File: config.mk
export PLATFORM = sky130hd
export DESIGN_NAME = zombie_spawner_flat
export DESIGN_NICKNAME = d
export VERILOG_FILES = /design/src/rtl/zombie_spawner_if.sv /design/src/rtl/zombie_spawner.sv /design/src/flat_wrapper.sv
export SDC_FILE = /design/constraint.sdc
export NUM_CORES = 1
export LEC_CHECK = 0
export CORE_MARGIN = 3
export CORE_UTILIZATION = 40
export DETAILED_ROUTE_END_ITERATION = 8
export GPL_ROUTABILITY_DRIVEN = 0
export HOLD_SLACK_MARGIN = 0.06
export PLACE_DENSITY_LB_ADDON = 0.25
export RECOVER_POWER = 25
export REMOVE_ABC_BUFFERS = 1
export SLEW_MARGIN = 20
export SYNTH_ARGS = -nofsm -noshare
export SYNTH_HDL_FRONTEND = slang
export SYNTH_SLANG_ARGS = --single-unit
File: constraint.sdc
create_clock -name clk -period 3.7 [get_ports clk]
set_clock_uncertainty 0.05 [all_clocks]
set_input_delay 0.37 -clock clk [delete_from_list [all_inputs] [get_ports clk]]
set_output_delay 0.37 -clock clk [all_outputs]
set_load 0.01 [all_outputs]
File: src/rtl/zombie_spawner_if.sv
// Spawn request channel: lane/type payload with valid/ready handshake.
interface zombie_spawner_if;
  logic       spawn_valid;
  logic [1:0] spawn_lane;
  logic       spawn_type;
  logic       spawn_ready;

  modport master (output spawn_valid, spawn_lane, spawn_type, input spawn_ready);
  modport slave  (input spawn_valid, spawn_lane, spawn_type, output spawn_ready);
endinterface

File: src/rtl/zombie_spawner.sv
// Spawn scheduler: counts cur_interval ticks, picks a free lane one clk before raising valid,
// and holds lane/type stable until accepted; completed waves shorten the interval after a gap.
module zombie_spawner #(
  parameter int LANES         = 4,
  parameter int INIT_INTERVAL = 16,
  parameter int MIN_INTERVAL  = 4,
  parameter int INTERVAL_STEP = 2,
  parameter int WAVE_SIZE     = 8,
  parameter int GAP_TICKS     = 32
) (
  input  logic             clk,
  input  logic             rst,
  input  logic             tick,
  input  logic             game_run,
  input  logic [3:0]       rand_val,
  input  logic [LANES-1:0] lane_busy,
  zombie_spawner_if.master spawn,
  output logic [3:0]       wave_num,
  output logic             wave_done
);
  localparam logic [7:0] INIT_W = 8'(INIT_INTERVAL);
  localparam logic [7:0] MIN_W  = 8'(MIN_INTERVAL);
  localparam logic [7:0] STEP_W = 8'(INTERVAL_STEP);
  localparam logic [7:0] WAVE_W = 8'(WAVE_SIZE);
  localparam logic [7:0] GAP_W  = 8'(GAP_TICKS);

  typedef enum logic [2:0] {IDLE, WAIT, PICK, ISSUE, GAP} state_t;

  state_t     state, state_nxt;
  logic [7:0] cnt, cnt_nxt;
  logic [7:0] cur_interval, cur_interval_nxt, next_interval;
  logic [7:0] spawned, spawned_nxt;
  logic [3:0] wave_num_nxt;
  logic [1:0] lane_q, lane_nxt, pick_lane;
  logic       type_q, type_nxt, wave_done_nxt, found;
  logic       unused_rand_bit;

  assign unused_rand_bit = rand_val[2];

  // Scan from the far end back to the preferred lane so the last hit is the first free lane in order.
  always_comb begin
    found     = 1'b0;
    pick_lane = 2'd0;
    for (int k = LANES - 1; k >= 0; k--) begin
      if (!lane_busy[2'(rand_val[1:0] + 2'(k))]) begin
        found     = 1'b1;
        pick_lane = 2'(rand_val[1:0] + 2'(k));
      end
    end
  end

  assign next_interval = ({1'b0, cur_interval} >= ({1'b0, MIN_W} + {1'b0, STEP_W}))
                         ? cur_interval - STEP_W : MIN_W;

  always_comb begin
    state_nxt        = state;
    cnt_nxt          = cnt;
    cur_interval_nxt = cur_interval;
    spawned_nxt      = spawned;
    wave_num_nxt     = wave_num;
    lane_nxt         = lane_q;
    type_nxt         = type_q;
    wave_done_nxt    = 1'b0;
    case (state)
      IDLE: begin
        if (game_run) begin
          cnt_nxt   = cur_interval;
          state_nxt = WAIT;
        end
      end
      WAIT, GAP: begin
        if (tick) begin
          if (cnt == 8'd1) begin
            if (state == WAIT) begin
              state_nxt = PICK;
            end else begin
              cnt_nxt   = cur_interval;
              state_nxt = WAIT;
            end
          end else begin
            cnt_nxt = cnt - 8'd1;
          end
        end
      end
      PICK: begin
        if (found) begin
          lane_nxt  = pick_lane;
          type_nxt  = rand_val[3] & (wave_num >= 4'd2);
          state_nxt = ISSUE;
        end else begin
          cnt_nxt   = 8'd1;
          state_nxt = WAIT;
        end
      end
      ISSUE: begin
        if (spawn.spawn_ready) begin
          if (spawned + 8'd1 == WAVE_W) begin
            spawned_nxt      = 8'd0;
            wave_num_nxt     = (wave_num == 4'hF) ? wave_num : wave_num + 4'd1;
            cur_interval_nxt = next_interval;
            wave_done_nxt    = 1'b1;
            cnt_nxt          = GAP_W;
            state_nxt        = GAP;
          end else begin
            spawned_nxt = spawned + 8'd1;
            cnt_nxt     = cur_interval;
            state_nxt   = WAIT;
          end
        end
      end
      default: state_nxt = IDLE;
    endcase
    // Pausing drops an unaccepted request but keeps wave progress.
    if (state != IDLE && !game_run) state_nxt = IDLE;
  end

  always_ff @(posedge clk) begin
    if (!rst) begin
      state        <= IDLE;
      cnt          <= 8'd0;
      cur_interval <= INIT_W;
      spawned      <= 8'd0;
      wave_num     <= 4'd0;
      lane_q       <= 2'd0;
      type_q       <= 1'b0;
      wave_done    <= 1'b0;
    end else begin
      state        <= state_nxt;
      cnt          <= cnt_nxt;
      cur_interval <= cur_interval_nxt;
      spawned      <= spawned_nxt;
      wave_num     <= wave_num_nxt;
      lane_q       <= lane_nxt;
      type_q       <= type_nxt;
      wave_done    <= wave_done_nxt;
    end
  end

  assign spawn.spawn_valid = (state == ISSUE);
  assign spawn.spawn_lane  = lane_q;
  assign spawn.spawn_type  = type_q;
endmodule
File: src/flat_wrapper.sv
// flat-port wrapper written by rule: the top's interface ports become plain ports
module zombie_spawner_flat 
#(
  parameter int LANES         = 4,
  parameter int INIT_INTERVAL = 16,
  parameter int MIN_INTERVAL  = 4,
  parameter int INTERVAL_STEP = 2,
  parameter int WAVE_SIZE     = 8,
  parameter int GAP_TICKS     = 32
)
  (clk, rst, tick, game_run, rand_val, lane_busy, wave_num, wave_done, spawn_spawn_valid, spawn_spawn_lane, spawn_spawn_type, spawn_spawn_ready);
  zombie_spawner_if spawn_i ();
  input  logic clk;
  input  logic rst;
  input  logic tick;
  input  logic game_run;
  input  logic [3:0] rand_val;
  input  logic [LANES-1:0] lane_busy;
  output logic [3:0] wave_num;
  output logic wave_done;
  output wire logic [$bits(spawn_i.spawn_valid)-1:0] spawn_spawn_valid;
  output wire logic [$bits(spawn_i.spawn_lane)-1:0] spawn_spawn_lane;
  output wire logic [$bits(spawn_i.spawn_type)-1:0] spawn_spawn_type;
  input wire logic [$bits(spawn_i.spawn_ready)-1:0] spawn_spawn_ready;
  assign spawn_spawn_valid = spawn_i.spawn_valid;
  assign spawn_spawn_lane = spawn_i.spawn_lane;
  assign spawn_spawn_type = spawn_i.spawn_type;
  assign spawn_i.spawn_ready = spawn_spawn_ready;
  zombie_spawner #(.LANES(LANES), .INIT_INTERVAL(INIT_INTERVAL), .MIN_INTERVAL(MIN_INTERVAL), .INTERVAL_STEP(INTERVAL_STEP), .WAVE_SIZE(WAVE_SIZE), .GAP_TICKS(GAP_TICKS)) u_core (.clk(clk), .rst(rst), .tick(tick), .game_run(game_run), .rand_val(rand_val), .lane_busy(lane_busy), .spawn(spawn_i), .wave_num(wave_num), .wave_done(wave_done));
endmodule
==> results.yml, run 1 <==
synthesis:
  yosys_warnings: 0
  ys_top_cells_by_count: "34 x dfxtp_1, 25 x nor2_1, 20 x nand2_1, 19 x a21oi_1, 19 x o21ai_0"
  ys_seq_elements: 34
  syn_inst: 267
  syn_area_sq_um: 2100
  synth_top_area_cell: "dfxtp_1"
  yosysMostFrequentCell: "dfxtp_1"
  synth.avg_cell_area_sq_um: 7.87
  synthFlopType: "dfxtp_1"
  synth.distinct_cells: 57
  yosysTopAreaCellShare: 0.324
  async_flop_share: 0
  yosys-top-cells-area: "dfxtp_1 32%, a21oi_1 4.5%, o21ai_0 4.5%"
  synth_edf_count: 0
  ys_seq_area_frac: 0.324
timing:
  fin_crit_ns: 2.53
  relSlewSlack: 0.392
  setup_viol: 0
  timing.final.ws_setup_ns: 1.17
  grt_setup_unrepaired: "no"
  post-route-period-util: 0.683
  drv_slew: 0
  final_hold_viol_count: 0
  setup_tns_ns: 0
  worst_pin_slew_ns: 0.889
  fmax_mhz: 395
floorplanning:
  num_rows: 25
  initial_utilization: 0.428
  ios: 22
  die_h_um: 78.5
  core_area_sq_um: 4910
  die_x_um: 78.5
  die-area_sq_um: 6160
clock_network:
  path_clk_slew_ns: 0.07
  cts.sinks: 34
  clockBufferDepth: 2
  postCtsSetupBuffers: 0
  cts_resized: 0
  cts_root_buf: "clkbuf_8"
  cts_tree: "yes"
  cts.htree.levels: 2
  numCtsBuffers: 5
  worstSkewPairLatency_ns: 0.28
  cts_hold_buffers: 0
placed_design:
  hpwl_mm: 3.67
  dp.cells: 346
  place_ws_ns: 1.22
  port_buffers: 20
global_routing:
  grt_max_degree: 25
  antenna_found_initial: 0
  overflow: 0
  grtUsageTotal: 0.182
  grt_pass1_wl_mm: 9.01
  grt_pass1_vias: 1941
critical_path:
  required_ns: 3.85
  worstSetupPathType: "reg -> reg"
  path_cells: "and3b_1 -> nand2_1 -> nor3_2 -> buf_4 -> or3b_2 -> a21oi_1"
  critPathBufInv: 1
  startpoint_type: "register"
  crit_path_max_incr_delay_ns: 0.66
  crit_fanout: 16
  r2r_cells: 6
  cp.arrival_ns: 2.68
  timing.rr.end: "u_core.wave_num[3]$_SDFFE_PN0P_"
  end_kind: "register"
  critical_path.top_delay_family: "simple AND/OR/NAND/NOR gates"
  startpoint: "u_core.state[0]$_SDFFE_PP0P_"
  reg2reg_setup_slack_ns: 1.17
  crit_slowest_cell: "dfxtp_1"
  r2r_start: "u_core.state[0]$_SDFFE_PP0P_"
detailed_routing:
  num_vias: 2048
  via_per_inst: 5.80
  drtIter0Drc: 74
  route.detailed.drc: 0
  first_pass_iters: 5
  wl_per_cell_um: 14.8
  finalWirelength_mm: 5.24
  ant_nets: 0
worst_hold_path:
  hold_depth: 2
  holdCritPathClass: "reg -> reg"
  hold_start: "u_core.spawn.spawn_lane[0]$_SDFFE_PN0P_"
  holdPathEnd: "u_core.spawn.spawn_lane[0]$_SDFFE_PN0P_"
final_layout:
  final_nets: 305
  drive_above_1_share: 0.0594
  post-route-util: 0.496
  stdcell_count: 353
  antenna_cells: 0
  syn2layout_area_growth_pct: 16.0
power_and_ir_drop:
  intPower_uw: 766
  pwr-share-comb: 0.406
  peakVddDrop_mv: 0.257
  leakagePower_uw: 0.000871
  p_sw_frac: 0.389
  pwr-share-clk: 0.207
  p_switching_uw: 488
  power_density_nw_per_um2: 514
  p_seq_frac: 0.386
outcome:
  status: "complete, no violations"
flow_run:
  cap_violations: 0
## how the worst max path moves through the flow
stage,to,cells after the start
floorplan,u_core.cnt[2]$_SDFFE_PN0P_,6
global placement,u_core.wave_num[3]$_SDFFE_PN0P_,6
detailed placement,u_core.wave_num[3]$_SDFFE_PN0P_,6
CTS,u_core.wave_num[3]$_SDFFE_PN0P_,6
global route,u_core.wave_num[3]$_SDFFE_PN0P_,6
finish,u_core.wave_num[3]$_SDFFE_PN0P_,6
## worst reg2reg max path: cells and delay by family (launching register included)
family | cells | cell delay (ns)
compound gates | 1 | 0.14
flops | 1 | 0.66
simple gates | 4 | 1.38
buf+inv | 1 | 0.22
## cells by family after synthesis
| family | count (synthesis) | synth area share |
|---|---|---|
| flops | 34 | 0.324 |
| buf+inv | 24 | 0.0458 |
| compound gates | 89 | 0.290 |
| mux | 2 | 0.00952 |
| simple gates | 106 | 0.270 |
| fa+ha+maj | 6 | 0.0357 |
| xor+xnor | 6 | 0.0250 |
## cell usage in the layout (no fill, tap or decap), types with 4 or more instances in the layout
master,instances
or3_1,8
o211ai_1,4
nand3_1,12
nand2_1,20
dlygate4sd3_1,8
o21ai_0,19
nor2_1,25
nand4_1,5
clkdlybuf4s50_1,12
a31oi_1,7
inv_1,13
o22ai_1,4
a21oi_1,19
nand2b_1,5
clkbuf_8,5
a21o_1,4
dfxtp_1,34
ha_1,6
nor3_1,5
## power by group through the flow
stage                     sequential [uW]  clock (uW)  combinational (uW)
after floorplan                       470           0                 388
after global placement                488           0                 494
after detailed placement              490           0                 503
after CTS                             482         270                 509
after global routing                  493         284                 577
final                                 484         260                 509
## sequential cells by signal (all words and copies together) (netlist names)
register,count
u_core.wave_done,1
u_core.cnt,8
u_core.state,3
u_core.cur_interval,7
u_core.spawned,8
u_core.wave_num,4
u_core.spawn.spawn_type,1
u_core.spawn.spawn_lane,2
## metrics by stage
stage,area [sq um],hold slack [ns],power [uW]
final,2440,0.433,1250
after global routing,2440,0.469,1350
after CTS,2440,0.449,1260
after detailed placement,2360,0.435,993
after global placement,2360,0.425,982
after floorplan,2050,0.406,858
## per-layer routing
metal,vias up,global-route usage,share of wire
met4,0,0.0594,0.0095
met2,37,0.278,0.46
met1,967,0.242,0.49
li1,1040,-,-
met3,4,0.0562,0.040
met5,-,0,0
## layout make-up
cell class / count / area, sq um
Clock buffer: 7 / 76.3
Fill cell: 494 / 2470
Inverter: 13 / 48.8
Multi-Input combinational cell: 209 / 1330
Sequential cell: 34 / 681
Tap cell: 67 / 83.8
Timing Repair Buffer: 23 / 223
Note: power is estimated with default switching activity, not from simulation.
==> run 2: changes to the inputs <==
Clock period 3.7 ns to 2.63 ns, I/O delays scaled along.
==> results.yml, run 2 (synthesized netlist as in run 1, its figures left out) <==
outcome:
  status: "complete, no violations"
timing:
  worst_pin_slew_ns: 0.664
  whs_ns: 0.436
  fin_crit_ns: 2.42
  setup_tns_ns: 0
  post-route-period-util: 0.921
  relSlewSlack: 0.557
  drv_slew: 0
  grt_setup_unrepaired: "no"
  final_hold_viol_count: 0
  fmax_mhz: 413
  setup_viol: 0
floorplanning:
  die-area_sq_um: 6160
  initial_utilization: 0.428
  ios: 22
  core_area_sq_um: 4910
  num_rows: 25
  die_x_um: 78.5
  die_h_um: 78.5
final_layout:
  fillers: 496
  syn2layout_area_growth_pct: 18.8
  antenna_cells: 0
  layout_common_cells: "34 x dfxtp_1, 25 x nor2_1, 20 x nand2_1, 19 x o21ai_0, 19 x a21oi_1"
  final_common_cell: "dfxtp_1"
  multiInputGateArea_sq_um: 1330
  design_area_sq_um: 2500
  top_regs: "u_core.cnt (8), u_core.spawned (8), u_core.cur_interval (7)"
  seq_area_sq_um: 681
  drive_above_1_share: 0.0853
  final_nets: 311
clock_network:
  cts_hold_buffers: 0
  path_clk_slew_ns: 0.07
  numCtsBuffers: 5
  cts_root_buf: "clkbuf_8"
  postCtsSetupBuffers: 0
  cts_resized: 0
  cts.sinks: 34
  cts.htree.levels: 2
  worstSkewPairLatency_ns: 0.28
  clockBufferDepth: 2
  cts_tree: "yes"
global_routing:
  grt_pass1_wl_mm: 9.16
  grt_max_degree: 21
  antenna_found_initial: 0
  grtUsageTotal: 0.182
  overflow: 0
  grt_pass1_vias: 1960
critical_path:
  crit_fanout: 5
  end_kind: "register"
  worstSetupPathType: "reg -> reg"
  cp.arrival_ns: 2.55
  startpoint_type: "register"
  required_ns: 2.76
detailed_routing:
  dr_wl_met3_um: 246
  topRoutingLayerUsed: "met4"
  wl_per_cell_um: 14.6
  route.detailed.drc: 0
  first_pass_iters: 4
  drt-met1-wl_mm: 2.59
  num_vias: 2086
  routed-wl-met2_mm: 2.36
  drtIter0Drc: 119
  ant_nets: 0
  finalWirelength_mm: 5.24
  via_per_inst: 5.79
placed_design:
  port_buffers: 20
  hpwl_mm: 3.77
  placed_area_sq_um: 2410
power_and_ir_drop:
  peakVddDrop_mv: 0.267
  power_density_nw_per_um2: 726
  leakagePower_uw: 0.000911
  p_total_uw: 1810
flow_run:
  cap_violations: 0
worst_hold_path:
  holdCritPathClass: "reg -> reg"
-- run 2: changes by cell type in the layout (fill, tap and decap cells not counted), sizes merged --
cell,before,now
buf,3,9
clkinv,0,1
-- run 2: cell type report --
cell class | count | area share
Inverter | 13 | 0.0195
Timing Repair Buffer | 29 | 0.107
Multi-Input combinational cell | 209 | 0.531
Clock inverter | 1 | 0.00200
Tap cell | 67 | 0.0336
Sequential cell | 34 | 0.273
Clock buffer | 7 | 0.0346
-- run 2: final timing paths --
path	endpoint	startpoint	slack (ns)	cells after the start
hold reg to reg	u_core.spawn.spawn_lane[1]$_SDFFE_PN0P_	u_core.spawn.spawn_lane[1]$_SDFFE_PN0P_	0.44	2
hold / removal	u_core.spawn.spawn_lane[1]$_SDFFE_PN0P_	u_core.spawn.spawn_lane[1]$_SDFFE_PN0P_	0.44	2
setup / recovery	u_core.cnt[2]$_SDFFE_PN0P_	u_core.cnt[0]$_SDFFE_PN0P_	0.21	7
setup reg to reg	u_core.cnt[2]$_SDFFE_PN0P_	u_core.cnt[0]$_SDFFE_PN0P_	0.21	7
-- run 2: worst max-delay path, stage by stage, from the launching register on --
cell and delay, ns:
dfxtp_1 0.40, ha_1 0.19, or4b_1 0.48, or2_4 0.28
o311ai_4 0.30, or2_4 0.21, nor4_1 0.05, a311o_1 0.34
-- run 2: stage by stage --
stage	instances	utilization	setup WS, ns
final	360	0.509	0.208
after global routing	360	0.509	0.102
after CTS	360	0.509	0.209
after detailed placement	352	0.490	0.226
after global placement	352	0.490	0.287
after floorplan	256	-	0.203
-- run 2: where the power goes --
part / internal, uW / total, uW / switching [uW]
Sequential: 579 / 649 / 69.3
Combinational: 337 / 764 / 427
Clock: 211 / 400 / 189
-- run 2: layer usage --
| metal | GRT usage | up-vias |
|---|---|---|
| met4 | 0.0594 | 0 |
| met3 | 0.0333 | 6 |
| li1 | - | 1054 |
| met5 | 0 | - |
| met1 | 0.248 | 970 |
| met2 | 0.289 | 56 |
